## config.mk

```make
export PLATFORM = sky130hd
export DESIGN_NAME = ramp_target_scheduler
export DESIGN_NICKNAME = d
export VERILOG_FILES = /design/src/rtl/ramp_target_scheduler.sv
export SDC_FILE = /design/constraint.sdc
export NUM_CORES = 1
export LEC_CHECK = 0
export CAP_MARGIN = 20
export CORE_MARGIN = 8
export CORE_UTILIZATION = 46
export CTS_CLUSTER_DIAMETER = 30
export DETAILED_ROUTE_END_ITERATION = 7
export PLACE_DENSITY = 0.94
export SYNTH_ARGS = -nofsm -noshare
export SYNTH_HDL_FRONTEND = slang
export SYNTH_SLANG_ARGS = --single-unit
```

## constraint.sdc

```tcl
create_clock -name Clock -period 5.6 [get_ports Clock]
set_input_delay 0.84 -clock Clock [delete_from_list [all_inputs] [get_ports Clock]]
set_output_delay 0.84 -clock Clock [all_outputs]
set_load 0.05 [all_outputs]
```

## src/rtl/ramp_target_scheduler.sv

```systemverilog
// Round-robin scheduler sharing one slow ramp datapath between N requesters.
// Define RAMP_TIMEOUT_EN to abort ramps that never arrive and flag them on Error.
module ramp_target_scheduler #(
    parameter int              Size          = 16,
    parameter int              N             = 4,
    parameter int              DwellCycles   = 1000,
    parameter logic [Size-1:0] IdleValue     = 16'b0001000000000000,
    parameter int              TimeoutCycles = 1_000_000
) (
    input  logic              Clock,
    input  logic              Reset,
    input  logic [N-1:0]      Req,
    input  logic [N*Size-1:0] Target,
    input  logic [Size-1:0]   Data,
    output logic [Size-1:0]   Dest,
    output logic [N-1:0]      Grant,
    output logic [N-1:0]      Done,
    output logic              Busy,
    output logic              Error
);
    // state   | meaning
    // IDLE    | arbitrating; Dest holds its last value
    // RAMP    | granted, waiting for Data to reach Dest
    // DWELL   | arrived, holding DwellCycles before completion
    // RELEASE | one-cycle Done pulse, pointer advance
    typedef enum logic [1:0] {IDLE, RAMP, DWELL, RELEASE} state_t;

    localparam int IW = $clog2(N);
    localparam int CW = (DwellCycles > 1) ? $clog2(DwellCycles) : 1;
    localparam logic [CW-1:0] DWELL_LOAD = (DwellCycles > 0) ? CW'(DwellCycles - 1) : '0;
    localparam logic [N-1:0]  ONE        = N'(1);

    if (N < 2 || N > 8 || DwellCycles < 0 || TimeoutCycles < 1) begin : g_param_check
        $error("ramp_target_scheduler: parameter out of range");
    end

    state_t          state_q, state_d;
    logic [IW-1:0]   ptr_q, ptr_d;
    logic [IW-1:0]   win_q, win_d;
    logic [CW-1:0]   dcnt_q, dcnt_d;
    logic [Size-1:0] dest_d;
    logic [N-1:0]    grant_d, done_d;
    logic            busy_d, error_d;
    logic            found;
    logic [IW-1:0]   winner;
    logic [IW-1:0]   nxt_ptr;
`ifdef RAMP_TIMEOUT_EN
    logic [31:0]     tcnt_q, tcnt_d;
`endif

    always_comb begin
        found  = 1'b0;
        winner = '0;
        for (int k = 0; k < N; k++) begin
            if (!found && Req[(int'(ptr_q) + k) % N]) begin
                found  = 1'b1;
                winner = IW'((int'(ptr_q) + k) % N);
            end
        end
    end

    assign nxt_ptr = IW'((int'(win_q) + 1) % N);

    always_comb begin
        state_d = state_q;
        ptr_d   = ptr_q;
        win_d   = win_q;
        dcnt_d  = dcnt_q;
        dest_d  = Dest;
        grant_d = Grant;
        done_d  = '0;
        busy_d  = Busy;
        error_d = 1'b0;
`ifdef RAMP_TIMEOUT_EN
        tcnt_d  = tcnt_q;
`endif
        case (state_q)
            IDLE: begin
                if (found) begin
                    win_d   = winner;
                    grant_d = ONE << winner;
                    dest_d  = Target[int'(winner)*Size +: Size];
                    busy_d  = 1'b1;
                    state_d = RAMP;
`ifdef RAMP_TIMEOUT_EN
                    tcnt_d  = '0;
`endif
                end
            end
            RAMP: begin
                if (!Req[win_q]) begin
                    // Freeze the ramp where it stands.
                    dest_d  = Data;
                    grant_d = '0;
                    busy_d  = 1'b0;
                    ptr_d   = nxt_ptr;
                    state_d = IDLE;
                end else if (Data == Dest) begin
                    if (DwellCycles == 0) begin
                        grant_d = '0;
                        busy_d  = 1'b0;
                        done_d  = ONE << win_q;
                        state_d = RELEASE;
                    end else begin
                        dcnt_d  = DWELL_LOAD;
                        state_d = DWELL;
                    end
`ifdef RAMP_TIMEOUT_EN
                end else if (tcnt_q == 32'(TimeoutCycles - 1)) begin
                    dest_d  = Data;
                    grant_d = '0;
                    busy_d  = 1'b0;
                    error_d = 1'b1;
                    ptr_d   = nxt_ptr;
                    state_d = IDLE;
                end else begin
                    tcnt_d  = tcnt_q + 32'd1;
`endif
                end
            end
            DWELL: begin
                if (!Req[win_q]) begin
                    dest_d  = Data;
                    grant_d = '0;
                    busy_d  = 1'b0;
                    ptr_d   = nxt_ptr;
                    state_d = IDLE;
                end else if (dcnt_q == '0) begin
                    grant_d = '0;
                    busy_d  = 1'b0;
                    done_d  = ONE << win_q;
                    state_d = RELEASE;
                end else begin
                    dcnt_d  = dcnt_q - CW'(1);
                end
            end
            RELEASE: begin
                ptr_d   = nxt_ptr;
                state_d = IDLE;
            end
            default: state_d = IDLE;
        endcase
    end

    always_ff @(posedge Clock or posedge Reset) begin
        if (Reset) begin
            state_q <= IDLE;
            ptr_q   <= '0;
            win_q   <= '0;
            dcnt_q  <= '0;
            Dest    <= IdleValue;
            Grant   <= '0;
            Done    <= '0;
            Busy    <= 1'b0;
            Error   <= 1'b0;
`ifdef RAMP_TIMEOUT_EN
            tcnt_q  <= '0;
`endif
        end else begin
            state_q <= state_d;
            ptr_q   <= ptr_d;
            win_q   <= win_d;
            dcnt_q  <= dcnt_d;
            Dest    <= dest_d;
            Grant   <= grant_d;
            Done    <= done_d;
            Busy    <= busy_d;
            Error   <= error_d;
`ifdef RAMP_TIMEOUT_EN
            tcnt_q  <= tcnt_d;
`endif
        end
    end

endmodule
```

[After elaboration in Yosys (flattened, before gate mapping)]
Index checks and enable logic that the tools add are counted.
Operators by class
  shift-type cells: 3
  $add $sub $neg: 5
  bitwise operators: 3
  muxes and demuxes: 50
  reduce and logical (&&, ||, !) cells: 22
  equal/unequal tests: 13
  $lt $le $gt $ge: 5
Operators by type and width (number)
  variable part select 64 x 7 -> 16 bit: 1
  two-way mux 10 bit: 4
  two-way mux 16 bit: 2
  case mux 16 bit (2 select lines): 1
  two-way mux 4 bit: 7
  two-way mux 2 bit: 10
  case mux 10 bit (2 select lines): 1
  == test 16 bit: 1
  two-way mux 1 bit: 16
  != test 2 bit, second input constant: 7
  less-than comparator 3 x 4 -> 1 bit, second input constant: 3
  case mux 4 bit (3 select lines): 1
  binary-select mux 1 bit (select 2 bit): 5
  logical NOT 10 bit: 1
  subtractor 10 x 1 -> 10 bit, second input constant: 1
  case mux 2 bit (4 select lines): 1
  OR reduction 2 bit: 4
  left shift 1 x 2 -> 4 bit, first input constant: 2
  less-than comparator 2 x 3 -> 1 bit, second input constant: 2
  != test 3 bit, second input constant: 2
  AND reduction 3 bit: 2
  nonzero test 2 bit: 3
  AND reduction 5 bit: 1
  adder 2 x 1 -> 2 bit, second input constant: 2
  other kinds (12): 21
Word-level totals
  output and inout port bits: 26
  bits in registers: 41
  word-level logic and storage cells: 109

[Logic depth before layout (Yosys ltp)]
Gate-level depths: netlist (run 1).
  word-level depth: 17
  gate-level depth with buffers: 8

[Worst setup path before layout (run 1)]
OpenSTA, ideal clock, no wires.
  kind: input -> register
  start: input Req[3]
  end: register state_q[0]
  setup time: 126 ps
  setup slack: 3291 ps
  stages: 5
  data arrival time: 2183 ps
  path buffers: 0
  cells stage by stage: mux4_2 -> and2_1 -> a22o_1 -> or2_0 -> o32a_1
On the way
  longest elaborated chain between the ends: 14
RTL lines
  start, declared: line 12  | input logic [N-1:0] Req,
  binary-select mux 1 bit (select 2 bit): line 55  | if (!found && Req[(int'(ptr_q) + k) % N]) begin
  two-way mux 1 bit (implied by the code): line 55
  two-way mux 1 bit: line 55
  logical NOT 1 bit: line 55
  logical AND 1 bit: line 55
  two-way mux 1 bit: line 55
  logical NOT 1 bit: line 55
  logical AND 1 bit: line 55
  two-way mux 1 bit: line 55
  logical NOT 1 bit: line 55
  logical AND 1 bit: line 55
  two-way mux 1 bit: line 55
  != test 2 bit (no source line)
  AND reduction 3 bit (no source line)
  end signal, assigned: line 160  | state_q <= state_d;
  end, declared: line 37  | state_t state_q, state_d;
Parallel ways exist; a longest one is shown, timed or not. The select of a mux whose other input is x is not followed.
A chain may end at the register's enable or synchronous reset.

[Worst setup path after layout (run 1)]
  start: input Req[3]
  end: register Dest[15]
On the way
  longest elaborated chain between the ends: 15
RTL lines
  binary-select mux 1 bit (select 2 bit): line 55
  two-way mux 1 bit (implied by the code): line 55
  two-way mux 1 bit: line 55
  logical NOT 1 bit: line 55
  logical AND 1 bit: line 55
  two-way mux 1 bit: line 55
  logical NOT 1 bit: line 55
  logical AND 1 bit: line 55
  two-way mux 1 bit: line 55
  logical NOT 1 bit: line 55
  logical AND 1 bit: line 55
  two-way mux 2 bit: line 55
  variable part select 64 x 7 -> 16 bit: line 82  | dest_d = Target[int'(winner)*Size +: Size];
  two-way mux 16 bit: line 79  | if (found) begin
  case mux 16 bit (2 select lines): line 77  | case (state_q)
  end signal, assigned: line 151  | Dest <= IdleValue;
  end signal, assigned: line 164  | Dest <= dest_d;
  end, declared: line 15  | output logic [Size-1:0] Dest,
Parallel ways exist; a longest one is shown, timed or not. The select of a mux whose other input is x is not followed.

==> results list, run 1 <==
- Run status: finished, final reports clean
- Final hold analysis gives a worst-case slack of 0.509 ns.
- Of the post-synthesis cell area, the part taken by muxes is 6.93%.
- In this run the vertical extent of the chip is roughly 94 um.
- In the synthesized netlist, the cells that appear most often are sky130_fd_sc_hd__a21oi_1 (71), sky130_fd_sc_hd__dfrtp_1 (40), sky130_fd_sc_hd__nand2_1 (33).
- Core area: 0.00592 mm2
- Sw Ratio: between 50% and 60%
* Register area share after synthesis: about 37%
- TritonCTS built the clock tree.
- Worst setup slack after layout: approximately 2.5 ns
* Post-CTS setup buffers: 0
- STA classifies the critical path endpoint as a flop.
- At the end of the flow, the number of nets in the layout was about 500.
- Of the total synthesized cell area, the portion taken by AND, OR, NAND and NOR gates is between 10% and 20%.
* Kind of cell adding the most delay to the critical path: simple AND/OR/NAND/NOR gates
- Once the clock tree was built, the resizer swapped 0 gates to a different size.
- Actual slew at the worst max-slew pin: 0.892 ns
- Summing all flip-flop and latch instances after layout gives 0.00103 mm2.
- The number of different library cells used by synthesis comes to 43.
- The finished layout holds just under 500 standard cells, fillers aside.
- Max Cap Violations: 0
* Part of the cycle the worst path needs: 55.4%
- Subtracting the final worst setup slack from the clock period gives 3.10 ns.
- The average instance in the mapped netlist occupies ~9 um2.
* Total power divided by cell area: 506 mW/mm2
- RSZ-0062 raised after global routing: no
- In the post-synthesis netlist, the biggest area contributors are sky130_fd_sc_hd__dfrtp_1 (36%), sky130_fd_sc_hd__a21oi_1 (13%), sky130_fd_sc_hd__xnor2_1 (5.9%).
- Sum of negative setup slack: 0 ns
- Synthesis handed over a netlist of 312 instances.
* Overall global routing resource usage: 20.1%
* Sequential group share of total power: between 20 and 30%
- The number of buffers and inverters on the critical path is 1.
- For this run, asynchronously set or reset flops after synthesis account for 100%.
* Number of rows created at floorplan: 28
- Detailed-route wire length per cell: roughly 19 um
- Arrival time of the worst setup path: ~3.3 ns
* Maximum resistive drop on vdd: 0.400 mV
- Global routing finished with a remaining overflow of 0.
- The slowest stage of the critical path is the sky130_fd_sc_hd__mux4_2 cell.
* Largest family of logic cells by synthesized area: compound AO/OA/AOI/OAI gates
* Number of detailed-routing iterations run before antenna repair: 5
- Summing all multi-input logic gate instances after layout gives 0.00166 mm2.
- Critical path peak fanout: 17
* Area share of the largest cell type after synthesis: 35.7%
- The total count of hold-check failures in the final report is 0.
- Post-placement setup slack: 2.22 ns
- Placed cell count: a little under 500
- The detail route stage leaves a number of antenna-violating nets equal to 0.
- Summed over all nets, the switching power comes to between 1 and 1.5 mW.
* IO Port Bufs: 110
* Layout overhead on the synthesized area: 44.8%
- First-pass GRT wire length: 14200 um
* DRT iter0 DRCs: 216
- In this run the static leakage power is 1.69 nW.
* Synthesized-area fraction occupied by ao, oa, aoi and oai cells: 24.4%
* Cell Chain, Critical Path: clkdlybuf4s50_1 -> mux4_2 -> nand2_1 -> nand2_1 -> a21oi_1 -> a21oi_1
* Required time of the critical path: ~5.8 ns
* Die area: 0.00884 mm2
- Combinational logic is responsible for 65.2% of the overall power.
- Clk root buf: sky130_fd_sc_hd__clkbuf_8
- Highest cell delay on the worst timing path: 0.56 ns
- Entering global routing, the biggest net connects 42 pins.
* Via density per instance: between 5 and 6
- sky130_fd_sc_hd__dfrtp_1 takes more of the synthesized area than any other cell.
- The number of nets in the synthesized netlist is ~400.
- HPWL reported at the end of detailed placement: roughly 7000 um
- The number of antenna violations at the first check in global routing was 0.
* Reg-to-reg slack, setup: 3.01 ns
- In this run the tightest slew margin relative to its limit is ~41%.
- In this run, synthesis produced a sequential element count of 41.
- Clock-pin slew was measured on the worst setup and hold paths at around 0.070 ns.
* Timing-limited maximum frequency: 323 MHz
- Yosys printed 0 warnings.
* Worst-case clock skew: 0.00748 ns
* Via count of the first global-routing pass: approximately 2800
* Filler Cell Count: 437
* DRC violations left: 0
- Starting density of the core: 47.3%
* Boundary Pins: 112
- Counting the buffers created by CTS gives 5.
- Cell with the most instances after synthesis: sky130_fd_sc_hd__a21oi_1
- Post-CTS Hold Buffers: 0
- The worst setup path is of the input pin to flop kind.
- Post-layout utilization of the core: 68.5%
- Cells with a size suffix above 1 make up 5.04% of the layout.
- Power share of the clock group: 9.6%
- Among all flip-flop cells after synthesis, the most frequent one is sky130_fd_sc_hd__dfrtp_1.
- The worst setup path is launched from an input pin.
* Final number of setup-violating endpoints: 0
* Routed wire length: 9140 um
- Cell internal power was estimated by the tool at 1.02 mW.
- At the later pin of the worst-skew pair, clock insertion delay measures 0.29 ns.
* Routability congestion estimate: 0.877
- Via total after detailed routing: approximately 2800
- After Yosys synthesis, full adders, half adders and majority gates account for 4.47% of the synthesized area.
- X dimension of the die: 94.0 um
* H-tree depth: 2
- Clock tree synthesis found a total of 41 sinks.
- Post-synthesis xor/xnor area fraction: 7.19%
* Class of the most critical hold timing path: flop to flop
- Final Max Slew Viols: 0
* Count of antenna diodes in the layout: 0
- Counting along the longest clock path gives a buffer depth of 2.
* Area of the mapped netlist: 0.00280 mm2
- Yosys mapped a number of flops with a built-in enable equal to 0.
[flip-flops by register name (all words and copies together), names as in the netlist]
signal   count
Busy         1
Dest        16
Done         4
Grant        4
dcnt_q      10
ptr_q        2
state_q      2
win_q        2
[routing by layer]
metal  routed length [um]  global-route usage (%)  up-vias
met4                   95                    5.42        0
li1                     -                       -     1339
met5                    0                       0        -
met3                  713                    4.88       10
met1                 3650                    24.9     1348
met2                 4680                    33.7      114
[logic make-up (layout without fill, tap and decap cells)]
group	after synthesis	after routing
AOI/OAI and AO/OA	105	105
adders and majority gates	10	10
and+or+nand+nor	87	87
muxes	18	18
xor gates and xnor gates	23	23
DFF	41	41
buffers and inverters	27	132
other	1	1
[layout make-up]
type / count / area share [%]
Clock buffer: 8 / 2.22
Inverter: 10 / 0.926
Multi-Input combinational cell: 244 / 40.8
Sequential cell: 41 / 25.3
Tap cell: 75 / 2.31
Timing Repair Buffer: 114 / 28.4
[worst paths after layout]
kind / end / from / cells after the start
max in group asynchronous: Dest[12] / Reset / 3
hold reg to reg: Grant[2] / Grant[2] / 2
setup reg to reg: Dest[15] / win_q[0] / 5
setup / recovery: Dest[15] / Req[3] / 6
hold / removal: Grant[2] / Grant[2] / 2
min in group asynchronous: Dest[4] / Reset / 3
[power by group through the flow]
stage | sequential (mW) | combinational [mW] | clock (mW)
4_1_cts | 0.511 | 1.31 | 0.200
3_5_place_dp | 0.514 | 1.31 | 0
3_3_place_gp | 0.509 | 1.27 | 0
6_report | 0.517 | 1.34 | 0.197
5_1_grt | 0.526 | 1.44 | 0.211
2_1_floorplan | 0.751 | 0.673 | 0
[metrics by stage]
stage | cell area (um2) | total power [mW]
4_1_cts | 4030 | 2.03
5_1_grt | 4060 | 2.17
6_report | 4060 | 2.05
2_1_floorplan | 2800 | 1.42
3_5_place_dp | 3940 | 1.83
3_3_place_gp | 3940 | 1.78
[placed cells by master (no fill, tap or decap), drive strengths merged, types with 2 or more instances in the layout]
cell and instances:
a221o 16, nand2b 3, o41ai 5, o21ai 7, buf 4, or2 2
a21oi 72, nand4 9, xnor2 19, inv 10, mux2i 16, clkdlybuf4s50 110
xor2 4, and2 7, or3 2, nor3 6, nor2 10, nor3b 2
dfrtp 40, clkbuf 8, ha 10, nand3 5, nand2 33, nor2b 4
[tightest hold or removal path, cell delays in order, from the launching register on]
cell	delay (ns)
sky130_fd_sc_hd__dfrtp_1	0.37
sky130_fd_sc_hd__nand2_1	0.05
sky130_fd_sc_hd__o41ai_1	0.05
Note: power is estimated with default switching activity, not from simulation.
==> inputs of run 2 (changes only) <==
Settings changed: CORE_UTILIZATION 46 to 40, PLACE_DENSITY 0.94 to 0.88.
Clock period 5.6 ns to 2.76 ns, I/O delays scaled along.
==> results list, run 2 (synthesized netlist as in run 1, its figures left out) <==
- After the first detailed-routing iteration, the DRC count stood at 116.
- Ratio of cells with drive above 1 in the final layout: 6.86%
* Insertion delay of the later-clocked pin in the worst-skew pair: 0.30 ns
- At the pin with the least slew margin, the transition time is around 0.72 ns.
- Number of detailed-routing iterations run before antenna repair: 4
- Gates resized during post-CTS repair numbered 0.
- Across all register-to-register paths, the minimum setup slack is 0.56 ns.
- RSZ-0062 raised after global routing: no
- IO Port Bufs: 110
* Overflow left after global routing: 0
- Number of stages on the worst hold path: 2
* Boundary Pins: ~110
- Post-CTS Hold Buffers: 0
- Timing-limited maximum frequency: around 430 MHz
* Most used cells in the layout excluding fill and tap cells: sky130_fd_sc_hd__clkdlybuf4s50_1 (110), sky130_fd_sc_hd__a21oi_1 (71), sky130_fd_sc_hd__dfrtp_1 (40), sky130_fd_sc_hd__nand2_1 (33), sky130_fd_sc_hd__xnor2_1 (19)
* Starting density of the core: 41.2%
- The max-slew violation total from the final report came to 0.
* Start point of the worst min-delay path: Grant[3]
* Initial antenna violation count: 0
- Clk root buf: sky130_fd_sc_hd__clkbuf_8
* Worst-case clock skew: about 0.0086 ns
- The floorplan step defined a core boundary enclosing roughly 0.0068 mm2.
- Headroom to the max-slew limit: between 50% and 60%
* Worst setup slack after layout: slightly above 0.4 ns
* Routed wire length: approximately 9000 um
- The number of global-route vias before repair was 2890.
* CTS buffer count: 5
* Nature of the critical path startpoint: input pin
- For this design, the slowest cell found on the critical path is sky130_fd_sc_hd__o41ai_4.
- Count of antenna diodes in the layout: 0
- Max reg flops: 16
- In this run the power density over the cells is ~1100 mW/mm2.
* Registers with the most flip-flops: Dest: 16 flops, dcnt_q: 10 flops
* Pin count of the biggest net entering global routing: 42
- Final critical path time including I/O delays and setup: between 2 and 2.5 ns
- Detailed placement finished with a half-perimeter wire length of around 7000 um.
* Layout overhead on the synthesized area: 48.7%
- First-pass GRT wire length: about 14000 um
- The worst setup path is captured at a flop.
- Buf+Inv Stages, Crit Path: 1
- The run finished with clean final reports.
- Overall global routing resource usage: 17.6%
* Leakage power figure: 1.73 nW
- Cell Chain, Critical Path: clkdlybuf4s50_1 -> xnor2_1 -> nand4_1 -> o41ai_4 -> nand3_2 -> or3_1 -> nand3_1
* Die area: 0.00993 mm2
- Capture instance of the worst register-to-register path: dcnt_q[7]
- Deepest clock path buffer count: 2
- Endpoints failing hold: 0
* Origin of the critical flop-to-flop path: Dest[0]
- Clock tree from TritonCTS: built
- Post-placement setup slack: 0.0818 ns
- Post-route cell area: 0.00416 mm2
- Among cell families on the critical path, the largest total delay comes from simple AND/OR/NAND/NOR gates.
- In this run the post-CTS setup repair buffer count came out at 0.
- IR analysis of the VDD net gives a maximum drop of 0.670 mV.
* Setup Crit Path Kind: input pin to flop
- Filler Cell Count: roughly 570
- In the final timing run, aggregate negative setup slack is 0 ns.
- After clock tree synthesis, the clock-pin slew on the worst setup and hold paths is around 0.080 ns.
- Power comes to 4.39 mW.
* Final number of setup-violating endpoints: 0
- Net count of the finished layout: between 500 and 600
- Max-cap violations in this run came to 0.
* Critical path peak fanout: 10
- The worst hold path belongs to the class flop to flop.
- Leaving out fill and tap cells, the most frequent cell in the layout is sky130_fd_sc_hd__clkdlybuf4s50_1.
* DRC violations left: 0
- The die is 99.7 um tall.
* TritonCTS Sinks: 41
- Arrival time of the worst setup path: 2.57 ns
* Detailed-route wire length per cell: 17.3 um
- After layout, the worst path uses 85.1% of the clock period.
- X dimension of the die: 99.7 um
* Placed Instance Area: 0.00403 mm2
* Routability congestion estimate: ~0.84
- Post-layout utilization of the core: 61.3%
* Required time of the critical path: 2.98 ns
- Highest cell delay on the worst timing path: between 0.6 and 0.7 ns
- The final route contains 2836 vias.
- The H-tree was split into 2 levels.
- Counting flops per register, the top entry is Dest.
- The worst register-to-register path has a depth of 6.
- Count of nets left with antenna violations after detail routing: 0
- After detailed routing, the number of vias per cell comes to 5.46.
- Hold worst-path end: Grant[3]
- Row generation in the floorplan step produced 30 rows.
[run 2: cell types whose count changed in the layout (fill, tap and decap cells not counted), sizes merged]
cell / delta
clkbuf: -3
bufinv: +2
buf: +6
clkinv: +1
[run 2: how the worst max path moves through the flow]
stage | startpoint | end | slack (ns) | depth (start not counted)
floorplan | Dest[9] | dcnt_q[7] | 0.61 | 6
global placement | Data[0] | dcnt_q[7] | 0.22 | 7
detailed placement | Data[0] | dcnt_q[7] | 0.08 | 7
CTS | Data[0] | dcnt_q[7] | 0.40 | 7
global route | Data[4] | dcnt_q[7] | 0.26 | 7
finish | Data[0] | dcnt_q[7] | 0.41 | 7
[run 2: routing by layer]
| metal | global-route usage (%) | wire length, um | up-vias | share of wire (%) |
|---|---|---|---|---|
| li1 | - | - | 1346 | - |
| met1 | 21.4 | 3800 | 1372 | 42 |
| met2 | 29.9 | 4490 | 105 | 50 |
| met3 | 4.05 | 567 | 13 | 6.3 |
| met4 | 5.24 | 140 | 0 | 1.6 |
| met5 | 0 | 0 | - | 0 |
[run 2: worst reg2reg max path: stages (launching register included)]
cell                      delay (ns)
sky130_fd_sc_hd__dfrtp_1        0.41
sky130_fd_sc_hd__xnor2_1        0.20
sky130_fd_sc_hd__nand4_1        0.22
sky130_fd_sc_hd__o41ai_4        0.68
sky130_fd_sc_hd__nand3_2        0.18
sky130_fd_sc_hd__or3_1          0.36
sky130_fd_sc_hd__nand3_1        0.08
[run 2: metrics by stage]
stage,cells,hold WS [ns]
2_1_floorplan,312,0.506
3_3_place_gp,511,0.456
3_5_place_dp,511,0.460
4_1_cts,519,0.492
5_1_grt,519,0.499
6_report,519,0.489
[run 2: layout make-up]
class / instances / area, um2 / area share, %
clock buffer: 5 / 68.8 / 1.65
clock inverter: 3 / 65.1 / 1.56
inverter: 10 / 37.5 / 0.902
multi-input combinational: 244 / 1660 / 39.8
sequential: 41 / 1030 / 24.7
tap: 96 / 120 / 2.89
timing repair buffer: 120 / 1190 / 28.6
[run 2: power breakdown]
part	switching (mW)	leakage (nW)	internal [mW]
clock	0.217	0.0681	0.359
combinational	1.70	1.16	1.09
sequential	0.199	0.501	0.822
==> inputs of run 3 (changes only) <==
Settings changed: SLEW_MARGIN set to 25.
==> results of run 3 <==
Same layout as run 2: the final DEF is identical, and so are final timing and power.
==> RTL change 1, RTL diff (flow settings as in run 1) <==
Add a define of `RAMP_TIMEOUT_EN`.
--- a/src/rtl/ramp_target_scheduler.sv
+++ b/src/rtl/ramp_target_scheduler.sv
@@ -1,5 +1,7 @@
 // Round-robin scheduler sharing one slow ramp datapath between N requesters.
 // Define RAMP_TIMEOUT_EN to abort ramps that never arrive and flag them on Error.
+`define RAMP_TIMEOUT_EN
+
 module ramp_target_scheduler #(
     parameter int              Size          = 16,
     parameter int              N             = 4,
Formal check against the unedited RTL: same outputs for any inputs over 4 cycles, from zero or initial values and one cycle with Reset high; that may be too few to reach the edited logic, so the function may still have changed.
==> RTL change 1 against run 1 <==
  * Cell area grew 51%
  * Routed wire length grew 54%
  * Area after synthesis grew 69%
  * Clock power grew 130%
  * Power grew 29%
  * Setup slack lost 0.86 ns
  * Synthesized cell count grew 70%
  * Sequential cell count grew 33
  * Sequential share of layout area grew 4.9 points
  * Critical path depth grew 1
  * Largest power group unchanged
==> RTL change 1: results (changes against run 1) <==
| Metric | Value |
|---|---|
| CTS buffer count | `9 (was 5)` |
| Syn Area/Cell | `8.89 sq um (was 8.97 sq um)` |
| Yosys cell types | `56 (was 43)` |
| Layout cell share with drive strength beyond 1 | `0.0881 (was 0.0504)` |
| GPL Wtd Cong | `0.915 (was 0.877)` |
| Leakage | `2.51 nW (was 1.69 nW)` |
| Top Registers | `tcnt_q x32, Dest x16, dcnt_q x10 (was Dest x16, dcnt_q x10)` |
| Final min period | `3.96 ns (was 3.10 ns)` |
| Post-synthesis mux area share | `0.0702 (was 0.0693)` |
| Clock Power Share | `0.174 (was 0.096)` |
| Wire length on met2 | `7260 um (was 4680 um)` |
| Largest cells by area after synthesis | `dfrtp_1 39%, nand2_1 5.9%, mux2_2 5.5% (was dfrtp_1 36%, a21oi_1 13%, xnor2_1 5.9%)` |
| Flop2flop setup slack | `2.12 ns (was 3.01 ns)` |
| Dpl ws | `1.34 ns (was 2.22 ns)` |
| Worst hold endpoint | `tcnt_q[5] (was Grant[2])` |
| Hold_sp | `tcnt_q[5] (was Grant[2])` |
| Compound-Gate Fraction of Synth Area | `0.168 (was 0.244)` |
| Xor and xnor fraction of the mapped netlist area | `0.0408 (was 0.0719)` |
| Final Net Count | `728 (was 512)` |
| Worst-case hold slack | `0.509 ns (about the same)` |
| Reg-to-reg endpoint | `Dest[2] (was Dest[15])` |
| Syn nets | `628 (was 408)` |
| Slew @ Worst Pin | `0.923 ns (was 0.892 ns)` |
| Worst Clk Skew | `0.0145 ns (was 0.00748 ns)` |
| Metal3 WL | `926 um (was 713 um)` |
| Vias in the first global route | `4824 (was 2835)` |
| Inst Count DP | `756 (was 483)` |
| Fillers | `782 (was 437)` |
| Pin count of the biggest net entering global routing | `47 (was 42)` |
| Outcome | `completed (unchanged)` |
| CTS root buf | `clkbuf_8 (unchanged)` |
| Drt first-iter violations | `513 (was 216)` |
| Hold depth | `1 (was 2)` |
| Vias | `4696 (was 2811)` |
| WL met1 | `5470 um (was 3650 um)` |
| Worst-Skew Late Latency | `0.35 ns (was 0.29 ns)` |
| CP max stage delay | `0.91 ns (was 0.56 ns)` |
| Sequential area share after synthesis | `0.393 (was 0.367)` |
| Top post-synthesis cells by count | `74 x nand2_1, 73 x dfrtp_1, 40 x o21ai_0, 25 x a21oi_1, 25 x and3_1 (was 71 x a21oi_1, 40 x dfrtp_1, 33 x nand2_1, 19 x xnor2_1)` |
| First-pass GRT wire length | `23300 um (was 14200 um)` |
| P_sw | `1.19 mW (was 1.03 mW)` |
| HPWL reported at the end of detailed placement | `10400 um (was 6970 um)` |
| Crit-path slowest cell | `a21oi_2 (was mux4_2)` |
| Avg WL per Cell | `18.2 um (was 18.6 um)` |
| Met3 Track Usage GR | `0.0388 (was 0.0488)` |
| GRT met2 Usage | `0.347 (was 0.337)` |
| Worst R2R Path Depth | `6 (was 5)` |
| M1 GR Usage | `0.233 (was 0.249)` |
| Combinational share of power | `0.516 (was 0.652)` |
| GRT Resource Usage Total | `0.201 (about the same)` |
## RTL change 1: layout make-up
type,instances,share of cell area
clock buffer,10,0.0224
inverter,13,0.00795
sequential,74,0.302
timing repair buffer,115,0.186
clock inverter,6,0.0130
multi-input combinational,418,0.441
tap,136,0.0277
## RTL change 1: cells by family (layout without fill, tap and decap cells)
| kind of cell | count (synthesis) | count (layout) |
|---|---|---|
| buffers and inverters | 39 | 144 |
| muxes | 29 | 29 |
| xor gates and xnor gates | 22 | 22 |
| and+or+nand+nor | 229 | 229 |
| DFF | 74 | 74 |
| adders and majority gates | 11 | 11 |
| AOI/OAI and AO/OA | 127 | 127 |
## RTL change 1: metrics by stage
stage	power, mW	utilization	area, sq um
after floorplan	1.74	-	4720
after global placement	2.12	0.584	5920
after detailed placement	2.17	0.584	5920
after CTS	2.64	0.605	6140
after global routing	2.79	0.605	6140
final	2.65	0.605	6140
==> RTL change 2, RTL diff (flow settings as in run 1) <==
Made on the original files. The 4 states of `state_t` get a one-hot encoding in 4 bits.
--- a/src/rtl/ramp_target_scheduler.sv
+++ b/src/rtl/ramp_target_scheduler.sv
@@ -23,7 +23,7 @@
     // RAMP    | granted, waiting for Data to reach Dest
     // DWELL   | arrived, holding DwellCycles before completion
     // RELEASE | one-cycle Done pulse, pointer advance
-    typedef enum logic [1:0] {IDLE, RAMP, DWELL, RELEASE} state_t;
+    typedef enum logic [3:0] {IDLE = 4'b0001, RAMP = 4'b0010, DWELL = 4'b0100, RELEASE = 4'b1000} state_t;
 
     localparam int IW = $clog2(N);
     localparam int CW = (DwellCycles > 1) ? $clog2(DwellCycles) : 1;
Function: same outputs for any inputs over 4 cycles, from zero or initial values and one cycle with Reset high; so few cycles prove little.
==> RTL change 2 against run 1 <==
  * First-iteration DRC count increased by 24%
  * Cell area up 5.3%
  * Setup slack better by 0.18 ns
  * Sequential cell count up 2
  * Area after synthesis up 5.4%
  * Power decreased by 0.22%
  * Routed wire length increased by 14%
  * Global-route usage is 2.3 points higher
==> RTL change 2: results (changes against run 1) <==
| Metric | Value |
|---|---|
| Outcome | `completed (unchanged)` |
| Vias | `3328 (was 2811)` |
| Yosys cell types | `48 (was 43)` |
| GRT Resource Usage Total | `0.224 (was 0.201)` |
| Avg WL per Cell | `19.9 um (was 18.6 um)` |
| Drt first-iter violations | `267 (was 216)` |
| First-pass iteration count of the detailed router | `5 (unchanged)` |
| First-pass GRT wire length | `16100 um (was 14200 um)` |
| Slew @ Worst Pin | `0.578 ns (was 0.892 ns)` |
| Worst R2R Path Depth | `5 (unchanged)` |
| Syn nets | `439 (was 408)` |
| Initial antenna violation count | `0 (unchanged)` |
| Sequential area share after synthesis | `0.365 (was 0.367)` |
| Worst-Skew Late Latency | `0.30 ns` |
| Top Registers | `Dest x16, dcnt_q x10 (unchanged)` |
| Synth warn | `0 (unchanged)` |
| Top post-synthesis cells by count | `41 x dfrtp_1, 39 x nand3_1, 37 x o21ai_0, 30 x nor2_1, 26 x nand2_1 (was 71 x a21oi_1, 40 x dfrtp_1, 33 x nand2_1, 19 x xnor2_1)` |
| Inst Count DP | `513 (was 483)` |
| CP top delay family | `compound AO/OA/AOI/OAI gates (was simple AND/OR/NAND/NOR gates)` |
| Peak VDD IR | `0.345 mV (was 0.400 mV)` |
| GPL Wtd Cong | `0.880 (was 0.877)` |
| Arrival @ worst endpoint | `3.14 ns (was 3.28 ns)` |
| Non-filler instance count after layout | `524 (was 492)` |
| Hold crit path type | `reg -> reg (unchanged)` |
| Hold depth | `1 (was 2)` |
| Most flops, register | `Dest (unchanged)` |
| HPWL reported at the end of detailed placement | `7550 um (was 6970 um)` |
| # diodes | `0 (unchanged)` |
| Vias in the first global route | `3397 (was 2835)` |
| Final Net Count | `537 (was 512)` |
| Post-synth ARST share | `1.00 (unchanged)` |
| Worst Clk Skew | `0.00525 ns (was 0.00748 ns)` |
| CTS root buf | `clkbuf_8 (unchanged)` |
| CTS H-tree lvls | `2 (unchanged)` |
| Gate count after technology mapping | `348 (was 312)` |
| Pin count of the biggest net entering global routing | `44 (was 42)` |
| CTS buffer count | `5 (unchanged)` |
| Clock transition at path regs | `0.09 ns (was 0.07 ns)` |
| CP max stage delay | `0.61 ns (was 0.56 ns)` |
| Post-CTS resize count | `0 (unchanged)` |
| Crit-path slowest cell | `clkdlybuf4s50_1 (was mux4_2)` |
| CP max FO | `25 (was 17)` |
| Leakage | `1.69 nW (about the same)` |
| Dpl cell area | `0.00410 sq mm (was 0.00394 sq mm)` |
| Largest cells by area after synthesis | `dfrtp_1 35%, nand3_1 6.6%, o21ai_0 6.3% (was dfrtp_1 36%, a21oi_1 13%, xnor2_1 5.9%)` |
| Layout cell share with drive strength beyond 1 | `0.0694 (was 0.0504)` |
RTL change 2: per-stage QoR:
step / total power, mW / util / setup WS (ns)
floorplan: 1.35 / - / 3.23
finish: 2.05 / 0.680 / 2.68
CTS: 2.01 / 0.671 / 2.50
detailed placement: 1.75 / 0.652 / 2.16
global placement: 1.71 / 0.651 / 2.29
global route: 2.16 / 0.680 / 2.56
RTL change 2: kinds of logic after synthesis:
group | count (synthesis) | share of synthesized area
AOI/OAI and AO/OA | 109 | 0.266
xor gates and xnor gates | 23 | 0.0682
adders and majority gates | 5 | 0.0212
buffers and inverters | 32 | 0.0424
DFF | 43 | 0.365
muxes | 3 | 0.0153
other | 1 | 0.00127
and+or+nand+nor | 132 | 0.220
RTL change 2: worst paths after layout:
path	endpoint	startpoint	slack [ns]
setup / recovery	Dest[12]	Req[3]	2.68
hold / removal	Busy	Busy	0.50
setup reg to reg	Grant[3]	dcnt_q[4]	3.24
hold reg to reg	Busy	Busy	0.50
max in group asynchronous	state_q[0]	Reset	4.24
min in group asynchronous	Grant[3]	Reset	0.97
RTL change 2: worst register-to-register path: cells and delay by family (launching register included):
kind	cells	cell delay (ns)
AOI/OAI and AO/OA	4	1.16
and+or+nand+nor	1	0.67
DFF	1	0.42
RTL change 2: where the power goes:
part,switching [mW],internal (mW)
sequential,0.110,0.418
combinational,0.780,0.485
clock,0.119,0.135
total,1.01,1.04
RTL change 2: final cells by class:
type / instances / area (sq um)
tap: 77 / 96.3
inverter: 6 / 22.5
fill: 478 / 2010
clock inverter: 3 / 47.5
clock buffer: 5 / 68.8
sequential: 43 / 1080
multi-input combinational: 273 / 1770
timing repair buffer: 117 / 1190
RTL change 2: layer usage:
metal,global-route usage,share of wire
met2,0.355,0.48
met3,0.0772,0.097
met1,0.255,0.38
met4,0.134,0.042
met5,0,0
